===== src/rtl/r_mc_pkg.sv =====
`default_nettype none
// +-------------------------------------------------------------------------+
// | r_mc_pkg : funct / ALU-op constants and sequencer state encoding        |
// | Rev 1.0                                                                  |
// +-------------------------------------------------------------------------+
package r_mc_pkg;

  localparam logic [5:0] FUNCT_ADD  = 6'b100000;
  localparam logic [5:0] FUNCT_SUB  = 6'b100010;
  localparam logic [5:0] FUNCT_AND  = 6'b100100;
  localparam logic [5:0] FUNCT_OR   = 6'b100101;
  localparam logic [5:0] FUNCT_XOR  = 6'b100110;
  localparam logic [5:0] FUNCT_NOR  = 6'b100111;
  localparam logic [5:0] FUNCT_SLTU = 6'b101011;
  localparam logic [5:0] FUNCT_SLLV = 6'b000100;

  localparam logic [2:0] ALUOP_AND  = 3'b000;
  localparam logic [2:0] ALUOP_OR   = 3'b001;
  localparam logic [2:0] ALUOP_XOR  = 3'b010;
  localparam logic [2:0] ALUOP_NOR  = 3'b011;
  localparam logic [2:0] ALUOP_ADD  = 3'b100;
  localparam logic [2:0] ALUOP_SUB  = 3'b101;
  localparam logic [2:0] ALUOP_SLTU = 3'b110;
  localparam logic [2:0] ALUOP_SLLV = 3'b111;

  typedef enum logic [2:0] {
    ST_IDLE   = 3'd0,
    ST_FETCH  = 3'd1,
    ST_DECODE = 3'd2,
    ST_EXEC   = 3'd3,
    ST_WB     = 3'd4,
    ST_HALT   = 3'd5
  } state_t;

endpackage
`default_nettype wire


===== src/rtl/r_funct_decode.sv =====
`default_nettype none
// +-------------------------------------------------------------------------+
// | r_funct_decode : R-type opcode/funct -> ALU op and legality             |
// | Rev 1.0                                                                  |
// +-------------------------------------------------------------------------+
module r_funct_decode (
  input  logic [5:0] i_opcode,
  input  logic [5:0] i_funct,
  output logic [2:0] o_alu_op,
  output logic       o_legal
);
  import r_mc_pkg::*;

  logic w_funct_ok;

  always_comb begin
    o_alu_op   = ALUOP_AND;
    w_funct_ok = 1'b1;
    case (i_funct)
      FUNCT_ADD:  o_alu_op = ALUOP_ADD;
      FUNCT_SUB:  o_alu_op = ALUOP_SUB;
      FUNCT_AND:  o_alu_op = ALUOP_AND;
      FUNCT_OR:   o_alu_op = ALUOP_OR;
      FUNCT_XOR:  o_alu_op = ALUOP_XOR;
      FUNCT_NOR:  o_alu_op = ALUOP_NOR;
      FUNCT_SLTU: o_alu_op = ALUOP_SLTU;
      FUNCT_SLLV: o_alu_op = ALUOP_SLLV;
      default:    w_funct_ok = 1'b0;
    endcase
  end

  assign o_legal = (i_opcode == 6'd0) && w_funct_ok;

endmodule
`default_nettype wire


===== src/rtl/r_mc_ctrl.sv =====
`default_nettype none
// +-------------------------------------------------------------------------+
// | r_mc_ctrl : FETCH/DECODE/EXEC/WB sequencer for the R-type datapath      |
// | Optional flag latch / overflow breakpoint: define R_MC_FLAG_LATCH_EN    |
// | Rev 1.0                                                                  |
// +-------------------------------------------------------------------------+
module r_mc_ctrl #(
  parameter int CNT_W = 16,
  parameter int PC_W  = 8
) (
  input  logic             clk,
  input  logic             rst,
  input  logic             run,
  input  logic             step,
  input  logic [31:0]      inst,
  input  logic             zf,
  input  logic             of,
  output logic [PC_W-1:0]  pc,
  output logic [4:0]       rs,
  output logic [4:0]       rt,
  output logic [4:0]       rd,
  output logic [2:0]       alu_op,
  output logic             rf_we,
  output logic             busy,
  output logic             illegal,
  output logic [CNT_W-1:0] retired
`ifdef R_MC_FLAG_LATCH_EN
  ,
  output logic             zf_q,
  output logic             of_q
`endif
);
  import r_mc_pkg::*;

  state_t           r_state;
  state_t           w_next;
  logic [PC_W-1:0]  r_pc;
  logic [31:0]      r_ir;
  logic             r_illegal;
  logic [CNT_W-1:0] r_retired;

  logic [2:0] w_ir_alu_op;
  logic       w_ir_legal_unused;
  logic [2:0] w_inst_alu_op_unused;
  logic       w_inst_legal;
  logic       w_of_brk;

  // One decoder drives alu_op from IR; the other vets the ROM word before it is latched.
  r_funct_decode u_dec_ir (
    .i_opcode (r_ir[31:26]),
    .i_funct  (r_ir[5:0]),
    .o_alu_op (w_ir_alu_op),
    .o_legal  (w_ir_legal_unused)
  );

  r_funct_decode u_dec_inst (
    .i_opcode (inst[31:26]),
    .i_funct  (inst[5:0]),
    .o_alu_op (w_inst_alu_op_unused),
    .o_legal  (w_inst_legal)
  );

`ifdef R_MC_FLAG_LATCH_EN
  logic r_zf_q;
  logic r_of_q;
  logic w_of_ld;

  assign w_of_ld  = ((w_ir_alu_op == ALUOP_ADD) || (w_ir_alu_op == ALUOP_SUB)) ? of : 1'b0;
  assign w_of_brk = w_of_ld;
  assign zf_q     = r_zf_q;
  assign of_q     = r_of_q;

  always_ff @(posedge clk) begin
    if (rst) begin
      r_zf_q <= 1'b0;
      r_of_q <= 1'b0;
    end else if (r_state == ST_WB) begin
      r_zf_q <= zf;
      r_of_q <= w_of_ld;
    end
  end
`else
  logic w_flags_unused;
  assign w_flags_unused = zf ^ of;
  assign w_of_brk       = 1'b0;
`endif

  logic w_ir_bits_unused;
  assign w_ir_bits_unused = ^{r_ir[10:6], w_ir_legal_unused, w_inst_alu_op_unused};

  always_comb begin
    w_next = r_state;
    case (r_state)
      ST_IDLE:   if (run || step) w_next = ST_FETCH;
      ST_FETCH:  w_next = ST_DECODE;
      ST_DECODE: w_next = w_inst_legal ? ST_EXEC : ST_HALT;
      ST_EXEC:   w_next = ST_WB;
      ST_WB:     w_next = (run && !w_of_brk) ? ST_FETCH : ST_IDLE;
      ST_HALT:   w_next = ST_HALT;
      default:   w_next = ST_IDLE;
    endcase
  end

  always_ff @(posedge clk) begin
    if (rst) begin
      r_state   <= ST_IDLE;
      r_pc      <= '0;
      r_ir      <= '0;
      r_illegal <= 1'b0;
      r_retired <= '0;
    end else begin
      r_state <= w_next;
      if (r_state == ST_DECODE) begin
        r_ir <= inst;
        if (!w_inst_legal) r_illegal <= 1'b1;
      end
      if (r_state == ST_WB) begin
        r_pc      <= r_pc + PC_W'(4);
        r_retired <= r_retired + CNT_W'(1);
      end
    end
  end

  assign pc      = r_pc;
  assign rs      = r_ir[25:21];
  assign rt      = r_ir[20:16];
  assign rd      = r_ir[15:11];
  assign alu_op  = w_ir_alu_op;
  // Gated by rst so a reset landing on WB never commits a write.
  assign rf_we   = (r_state == ST_WB) && !rst;
  assign busy    = (r_state != ST_IDLE) && (r_state != ST_HALT);
  assign illegal = r_illegal;
  assign retired = r_retired;

endmodule
`default_nettype wire


===== config.mk =====
export PLATFORM = sky130hd
export DESIGN_NAME = r_mc_ctrl
export DESIGN_NICKNAME = d
export VERILOG_FILES = /design/src/rtl/r_mc_pkg.sv /design/src/rtl/r_funct_decode.sv /design/src/rtl/r_mc_ctrl.sv
export SDC_FILE = /design/constraint.sdc
export NUM_CORES = 1
export LEC_CHECK = 0
export CORE_ASPECT_RATIO = 0.75
export CORE_MARGIN = 2
export CORE_UTILIZATION = 40
export CTS_CLUSTER_DIAMETER = 80
export DETAILED_ROUTE_END_ITERATION = 16
export HOLD_SLACK_MARGIN = 0.03
export PLACE_DENSITY = 0.85
export SLEW_MARGIN = 20
export SYNTH_ARGS = -nofsm -noshare
export SYNTH_HDL_FRONTEND = slang
export SYNTH_SLANG_ARGS = --single-unit

===== constraint.sdc =====
create_clock -name clk -period 2.3 [get_ports clk]
set_clock_uncertainty 0.15 [all_clocks]
set_input_delay 0.23 -clock clk [delete_from_list [all_inputs] [get_ports clk]]
set_output_delay 0.23 -clock clk [all_outputs]
set_load 0.005 [all_outputs]

==> impl_metrics.tcl, run 1 <==
set metrics [dict create \
    outcome "finished, final reports clean" \
    synth_top_family_by_area "simple AND/OR/NAND/NOR gates" \
    first_pass_iters 4 \
    first_iter_violations 89 \
    holdWs_ns 0.306 \
    clk_pin_slew_ns 0.08 \
    syn_area_sq_mm 0.00219 \
    ioPinCount 83 \
    synth_edf_count 0 \
    crit_path_start_kind "flip-flop" \
    rsz0062_at_grt "false" \
    yosys.cell_types.count 41 \
    numCtsBuffers 5 \
    fin_nets 363 \
    worstSetupPathType "reg2out" \
    globalRoute.totalOverflow 0 \
    worstPathMaxFanout 7 \
    drc 0 \
    drive_above_1_share_pct 6.19 \
    timing.final.max_slew_violations 0 \
    vdd_drop_max_uv 284 \
    cts_setup_buffers 0 \
    htree_levels 2 \
    viasPerCell 4.83 \
    p_leak_nw 1.02 \
    total_power_w 0.00162 \
    clock_path_buffers 2 \
    synth_xor_xnor_area_share_pct 5.61 \
    die_x_um 89.4 \
    post-route-period-util_pct 94.0 \
    synthArstFlopShare_pct 0 \
    placed_area_sq_mm 0.00285 \
    grt.total_usage_pct 16.5 \
    grt_pass1_wl_um 7770 \
    dr_total_vias 1921 \
    num-fill-cells 518 \
    grt_max_degree 48 \
    synth_mux_area_share_pct 1.37 \
    setup_tns_ns 0 \
    syn_inst 268 \
    fin_crit_ns 2.16 \
    synth_ff_type "dfxtp_1" \
    num_rows 23 \
    grt_pass1_vias 1707 \
    fmax_mhz 463 \
    synth_seq_cells 47 \
    p_per_area_mw_per_mm2 544 \
    cts_num_sinks 47 \
    ant_nets 0 \
    fin_area_sq_mm 0.00298 \
    arrival_ns 1.78 \
    critical_path.endpoint_type "primary output" \
    routed_wl_um 4780 \
    synthAdderAreaFrac_pct 1.14 \
    gp_congestion 0.805 \
    worstPathRequired_ns 1.92 \
    coreArea_sq_mm 0.00530 \
    fp.dieH_um 68.0 \
    syn2layout_area_growth_pct 36.0 \
    dp_hpwl_um 3530 \
    cap_violations 0 \
    yosys.area_share.simple_pct 27.6 \
    setup_viol 0 \
    grt_antenna_before_repair 0 \
    cts_tree "yes" \
    io_buffer_count 73 \
    seq_area_frac_synth_pct 43.0 \
    start_util_pct 41.3 \
    hold_viol_final 0 \
    synth_area_per_cell_sq_um 8.16 \
    avgRoutedWirePerCell_um 12.0 \
    antennaDiodeCount 0 \
    hold_buffers 0 \
    yosysWarnings 0 \
    floorplan.die_area_sq_mm 0.00608 \
    cts_root_buffer "clkbuf_8" \
    synth_compound_area_share_pct 11.8 \
    clk_latency_ns 0.29 \
    min_path_type "reg2reg" \
]
-- worst paths after layout --
check,startpoint,endpoint,slack [ns],cells past startpoint
setup / recovery,r_ir[2],alu_op[0],0.14,4
hold / removal,r_ir[17],r_ir[17],0.31,2
setup reg to reg,r_state[1],retired[15],0.48,4
hold reg to reg,r_ir[17],r_ir[17],0.31,2
-- power breakdown --
| group | leakage [nW] | internal, W | switching [W] | total [W] |
|---|---|---|---|---|
| registers | 0.382 | 0.000835 | 0.0000245 | 0.000860 |
| logic | 0.587 | 0.000116 | 0.0000752 | 0.000191 |
| clock network | 0.0513 | 0.000318 | 0.000248 | 0.000566 |
-- flip-flops by register name, indices dropped and copies added, names as in the netlist --
name,count
illegal,1
pc,6
r_ir,21
r_state,3
retired,16
-- through the flow --
stage	cells	worst slack (ns)	util (%)
2_1_floorplan	269	0.520	-
4_1_cts	398	0.0217	56.0
3_3_place_gp	391	0.171	53.9
6_report	398	0.139	56.2
3_5_place_dp	391	0.133	53.9
5_1_grt	398	0.0411	56.2
-- synth_stat cells, types with 2 or more instances --
cell / count / area [sq um]
nand2_1: 51 / 191
dfxtp_1: 47 / 941
a21oi_1: 31 / 155
nor2_1: 26 / 97.6
buf_4: 17 / 128
clkbuf_1: 10 / 37.5
xor2_1: 8 / 70.1
nand4_1: 7 / 43.8
nand3_1: 6 / 30.0
o21ai_0: 6 / 30.0
xnor2_1: 6 / 52.6
or3_1: 5 / 31.3
nor3_1: 4 / 20.0
and3_1: 3 / 18.8
mux2i_1: 3 / 30.0
and2_1: 2 / 12.5
and4_1: 2 / 17.5
buf_1: 2 / 7.51
buf_6: 2 / 22.5
ha_1: 2 / 25.0
inv_1: 2 / 7.51
nand3b_1: 2 / 15.0
nor2b_1: 2 / 12.5
nor3b_1: 2 / 15.0
nor4_1: 2 / 12.5
o21bai_1: 2 / 15.0
or4_1: 2 / 15.0
-- logic make-up after synthesis --
logic type / Yosys count
AOI/OAI and AO/OA: 46
xor gates and xnor gates: 14
adders and majority gates: 2
buffers and inverters: 33
DFF: 47
muxes: 3
other: 1
and+or+nand+nor: 122
-- metal layers --
layer | vias to the layer above | global-route usage (%) | share of wire (%)
met4 | 0 | 6.16 | 1.1
li1 | 998 | - | -
met2 | 41 | 25.9 | 47
met3 | 4 | 3.98 | 3.6
met1 | 878 | 22.0 | 48
met5 | - | 0 | 0
-- final cells by class --
class / instances / area [sq um] / area share [%]
clock inverters: 1 / 30.0 / 1.01
clock buffers: 6 / 72.6 / 2.44
repair buffers: 78 / 766 / 25.7
flip-flops and latches: 47 / 947 / 31.8
inverters: 2 / 7.51 / 0.252
well taps: 75 / 93.8 / 3.15
multi-input cells: 189 / 1060 / 35.6
-- critical path, stage by stage (launching register included) --
cell	delay, ns
dfxtp_4	0.39
nor3b_4	0.22
o21bai_1	0.10
a211oi_1	0.22
clkdlybuf4s50_1	0.56
-- layout by cell type, fill, tap and decap left out, drive strengths merged, types with 3 or more instances in the layout --
master and n:
a21oi 31, and3 3, buf 6, clkbuf 6
clkdlybuf4s50 71, dfxtp 47, mux2i 3, nand2 51
nand3 6, nand4 7, nor2 26, nor3 4
o21ai 6, or3 5, xnor2 6, xor2 8
-- repair_timing --
action                     CTS  global route
resized for setup            3             4
setup endpoints to repair    2             3
pin swaps                    0             1
No activity file was read; power rests on OpenSTA's default activity.
==> run 2: changes to the inputs <==
--- a/config.mk
+++ b/config.mk
@@ -5,9 +5,11 @@
 export SDC_FILE = /design/constraint.sdc
 export NUM_CORES = 1
 export LEC_CHECK = 0
+export CAP_MARGIN = 25
 export CORE_ASPECT_RATIO = 0.75
 export CORE_MARGIN = 2
 export CORE_UTILIZATION = 40
+export CTS_BUF_LIST = sky130_fd_sc_hd__clkbuf_8 sky130_fd_sc_hd__clkbuf_16
 export CTS_CLUSTER_DIAMETER = 80
 export DETAILED_ROUTE_END_ITERATION = 16
 export HOLD_SLACK_MARGIN = 0.03
==> run 2 against run 1 <==
  * First-iteration DRC count is the same
  * Utilization is the same
  * Sequential share of layout area is the same
  * Via count is essentially flat
  * Clock-buffer cell count shrank 1
  * Worst hold slack is the same
  * Flip-flop and latch count is the same
  * Largest power group unchanged
  * Highest routed layer unchanged
==> impl_metrics.tcl, run 2 (synthesis results as in run 1) <==
set metrics [dict create \
    die_x_um 89.4 \
    fin_nets 363 \
    floorplan.die_area_sq_mm 0.00608 \
    critical_path.endpoint_type "primary output" \
    path_cells "nor3b_4 -> o21bai_1 -> a211oi_1 -> clkdlybuf4s50_1" \
    grt_pass1_vias 1707 \
    dp_hpwl_um 3530 \
    fmax_mhz 463 \
    viasPerCell 4.82 \
    clk_latency_ns 0.29 \
    p_leak_nw 1.02 \
    hold_buffers 0 \
    first_pass_iters 4 \
    setup_viol 0 \
    worstPathRequired_ns 1.92 \
    setup_tns_ns 0 \
    io_buffer_count 73 \
    holdWs_ns 0.306 \
    cp_slowest_stage_delay_ns 0.56 \
    post-route-period-util_pct 94.0 \
    top_register "r_ir" \
    gp_congestion 0.805 \
    p_per_area_mw_per_mm2 542 \
    outcome "finished, final reports clean" \
    crit_path_start_kind "flip-flop" \
    crit_family "buffers and inverters" \
    multi_input_area_sq_mm 0.00106 \
    grt.total_usage_pct 16.5 \
    fin_cells 398 \
    clock_path_buffers 2 \
    seq_area_sq_um 947 \
    avgRoutedWirePerCell_um 12.0 \
    ioPinCount 83 \
    cts_tree "yes" \
    ant_nets 0 \
    grt_pass1_wl_um 7770 \
    cp_num_buf_inv 1 \
    cts_setup_buffers 0 \
    dpl_worst_slack_ns 0.133 \
    globalRoute.totalOverflow 0 \
    fin_crit_ns 2.16 \
    htree_levels 2 \
    antennaDiodeCount 0 \
    vdd_drop_max_uv 284 \
    ff2ff_setup_slack_ns 0.48 \
    cts_root_buffer "clkbuf_8" \
    cp_slowest_cell "clkdlybuf4s50_1" \
    worstPathMaxFanout 7 \
    start_util_pct 41.3 \
    final_common_cell "clkdlybuf4s50_1" \
    hold_viol_final 0 \
    numCtsBuffers 5 \
    num-fill-cells 518 \
    timing.final.max_slew_violations 0 \
    syn2layout_area_growth_pct 36.0 \
    drive_above_1_share_pct 6.19 \
    final_util_pct 56.2 \
    first_iter_violations 89 \
    grt_antenna_before_repair 0 \
    drc 0 \
    grt_max_degree 48 \
    arrival_ns 1.78 \
    clk_pin_slew_ns 0.08 \
    num_rows 23 \
    min_path_type "reg2reg" \
    dpl.cell_count 391 \
    cts_num_sinks 47 \
    cap_violations 0 \
    setup_slack_ns 0.139 \
    rsz0062_at_grt "false" \
    coreArea_sq_mm 0.00530 \
    largest_reg_flops 21 \
    routed_wl_um 4780 \
    fp.dieH_um 68.0 \
    worstSetupPathType "reg2out" \
    dr_total_vias 1920 \
    layout_common_cells "clkdlybuf4s50_1, nand2_1, dfxtp_1" \
]
run 2: power breakdown:
group / switching [W] / internal (W)
logic: 0.0000752 / 0.000116
registers: 0.0000245 / 0.000835
clock network: 0.000249 / 0.000314
run 2: worst paths after layout:
path,endpoint,cells past startpoint,start
max,alu_op[0],4,r_ir[2]
min,r_ir[17],2,r_ir[17]
max reg2reg,retired[15],4,r_state[1]
min reg2reg,r_ir[17],2,r_ir[17]
run 2: area by class of cell:
type	instances	area share, %
multi-input combinational	189	35.6
sequential	47	31.8
timing repair buffer	78	25.7
tap	75	3.15
clock buffer	5	2.31
clock inverter	2	1.14
inverter	2	0.252
run 2: per-layer routing:
| layer | track usage [%] | share of wire [%] | vias up |
|---|---|---|---|
| met5 | 0 | 0 | - |
| met4 | 6.16 | 1.1 | 0 |
| met3 | 3.98 | 3.6 | 4 |
| met2 | 25.9 | 47 | 41 |
| met1 | 22.0 | 48 | 877 |
| li1 | - | - | 998 |
run 2: repair_timing:
| action | CTS | global route |
|---|---|---|
| endpoints found under the setup margin | 2 | 3 |
| resized for setup | 3 | 4 |
| pin swaps | 0 | 1 |
run 2: through the flow:
step	cell area (sq um)	power, W
2_1_floorplan	2190	0.000976
3_3_place_gp	2850	0.00107
3_5_place_dp	2850	0.00107
4_1_cts	2970	0.00165
5_1_grt	2980	0.00170
6_report	2980	0.00161
run 2: worst reg2reg max path: stages (launching register included):
cell       delay (ns)
dfxtp_1          0.41
nand4bb_4        0.26
or2_1            0.31
or4_1            0.49
a21oi_1          0.14
==> run 3: changes to the inputs <==
--- a/config.mk
+++ b/config.mk
@@ -13,6 +13,7 @@
 export CTS_CLUSTER_DIAMETER = 80
 export DETAILED_ROUTE_END_ITERATION = 16
 export HOLD_SLACK_MARGIN = 0.03
+export MAX_ROUTING_LAYER = met4
 export PLACE_DENSITY = 0.85
 export SLEW_MARGIN = 20
 export SYNTH_ARGS = -nofsm -noshare
==> run 3 against run 2 <==
  * Sequential power hardly changed
  * Worst hold slack stayed put
  * Total power is 0.20% higher
  * Critical endpoint unchanged
  * Non-clock buffer count stayed put
  * Die area stayed put
  * First-iteration DRC count is 2.2% lower
  * Flip-flop and latch count stayed put
  * Utilization stayed put
  * Critical path depth stayed put
  * Combinational power hardly changed
  * Clock power hardly changed
  * Worst setup slack better by 0.0020 ns
==> impl_metrics.tcl, run 3 (synthesis results as in run 1) <==
set metrics [dict create \
    outcome "finished, final reports clean" \
    hold_viol_final 0 \
    setup_tns_ns 0 \
    gp_congestion 0.817 \
    placed_area_sq_mm 0.00285 \
    coreArea_sq_mm 0.00530 \
    arrival_ns 1.78 \
    cap_violations 0 \
    die_x_um 89.4 \
    grt_pass1_vias 1709 \
    floorplan.die_area_sq_mm 0.00608 \
    avgRoutedWirePerCell_um 12.1 \
    reg2reg_depth 4 \
    fmax_mhz 463 \
    ioPinCount 83 \
    total_power_w 0.00162 \
    drive_above_1_share_pct 6.19 \
    fin_nets 363 \
    fp.dieH_um 68.0 \
    grt_max_degree 48 \
    min_path_cells 2 \
    cts_tree "yes" \
    antennaDiodeCount 0 \
    first_iter_violations 87 \
    routed_wl_um 4810 \
    clk_pin_slew_ns 0.08 \
    critical_path.endpoint_type "primary output" \
    ant_nets 0 \
    fin_area_sq_mm 0.00298 \
    seq_area_sq_um 947 \
    drc 0 \
    num-fill-cells 518 \
    whs_endpoint "r_ir[17]" \
    grt_antenna_before_repair 0 \
    hp-start "r_ir[17]" \
    ff2ff_setup_slack_ns 0.48 \
    worstPathRequired_ns 1.92 \
    cts_num_sinks 47 \
    cts_root_buffer "clkbuf_8" \
    r2r_end "retired[15]" \
    clk_latency_ns 0.29 \
    setup_viol 0 \
    final_common_cell "clkdlybuf4s50_1" \
    start_util_pct 41.3 \
    syn2layout_area_growth_pct 36.0 \
    dr_total_vias 1924 \
    vdd_drop_max_uv 284 \
    layout_common_cells "clkdlybuf4s50_1, nand2_1, dfxtp_1" \
    hold_buffers 0 \
    viasPerCell 4.83 \
    worstSetupPathType "reg2out" \
    multi_input_area_sq_mm 0.00106 \
    num_rows 23 \
    globalRoute.totalOverflow 0 \
    grt_pass1_wl_um 7770 \
    numCtsBuffers 5 \
    clock_path_buffers 2 \
    largest_reg_flops 21 \
    first_pass_iters 4 \
    fin_crit_ns 2.16 \
    timing.rr.start "r_state[1]" \
    timing.final.max_slew_violations 0 \
    p_leak_nw 1.02 \
    p_per_area_mw_per_mm2 543 \
    cts_setup_buffers 0 \
    post-route-period-util_pct 93.9 \
    io_buffer_count 73 \
    crit_path_start_kind "flip-flop" \
    worstPathMaxFanout 7 \
    top_register "r_ir" \
    htree_levels 2 \
    dp_hpwl_um 3530 \
    min_path_type "reg2reg" \
    grt.total_usage_pct 16.9 \
    rsz0062_at_grt "false" \
]
## run 3: metrics by stage
| step | cells | hold slack (ns) | worst slack [ns] | utilization, % |
|---|---|---|---|---|
| global placement | 391 | 0.291 | 0.171 | 53.9 |
| global route | 398 | 0.329 | 0.0411 | 56.2 |
| CTS | 398 | 0.310 | 0.0217 | 56.0 |
| floorplan | 269 | 0.216 | 0.520 | - |
| finish | 398 | 0.306 | 0.141 | 56.2 |
| detailed placement | 391 | 0.298 | 0.133 | 53.9 |
## run 3: layout make-up
class | instances | share of cell area, %
multi-input combinational | 189 | 35.6
clock inverter | 2 | 1.14
tap | 75 | 3.15
timing repair buffer | 78 | 25.7
sequential | 47 | 31.8
inverter | 2 | 0.252
clock buffer | 5 | 2.31
## run 3: metal layers
| metal | vias to the layer above | part of all wire, % | GRT usage, % |
|---|---|---|---|
| li1 | 996 | - | - |
| met1 | 887 | 49 | 22.2 |
| met2 | 37 | 47 | 25.9 |
| met3 | 4 | 3.0 | 3.62 |
| met4 | 0 | 1.1 | 6.16 |
| met5 | - | 0 | - |
## run 3: how the worst max path moves through the flow
stage | start | slack, ns | to
floorplan | r_state[0] | 0.52 | retired[15]
global placement | inst[4] | 0.17 | r_state[2]
detailed placement | inst[4] | 0.13 | r_state[2]
CTS | r_ir[2] | 0.02 | alu_op[2]
global route | r_ir[2] | 0.04 | alu_op[0]
finish | r_ir[2] | 0.14 | alu_op[0]
## run 3: power breakdown
part           internal, W  switching, W
clock network     0.000314      0.000252
registers         0.000835     0.0000246
logic             0.000116     0.0000754
## run 3: worst max-delay path: stages (launching register included)
cell and delay (ns):
dfxtp_4 0.39, nor3b_4 0.23, o21bai_1 0.10, a211oi_1 0.22, clkdlybuf4s50_1 0.55
## run 3: timing repair
item	4_1_cts	5_1_grt
gates resized for setup	3	4
setup endpoints to repair	2	3
hold endpoints to repair	0	0
pin swaps	0	1
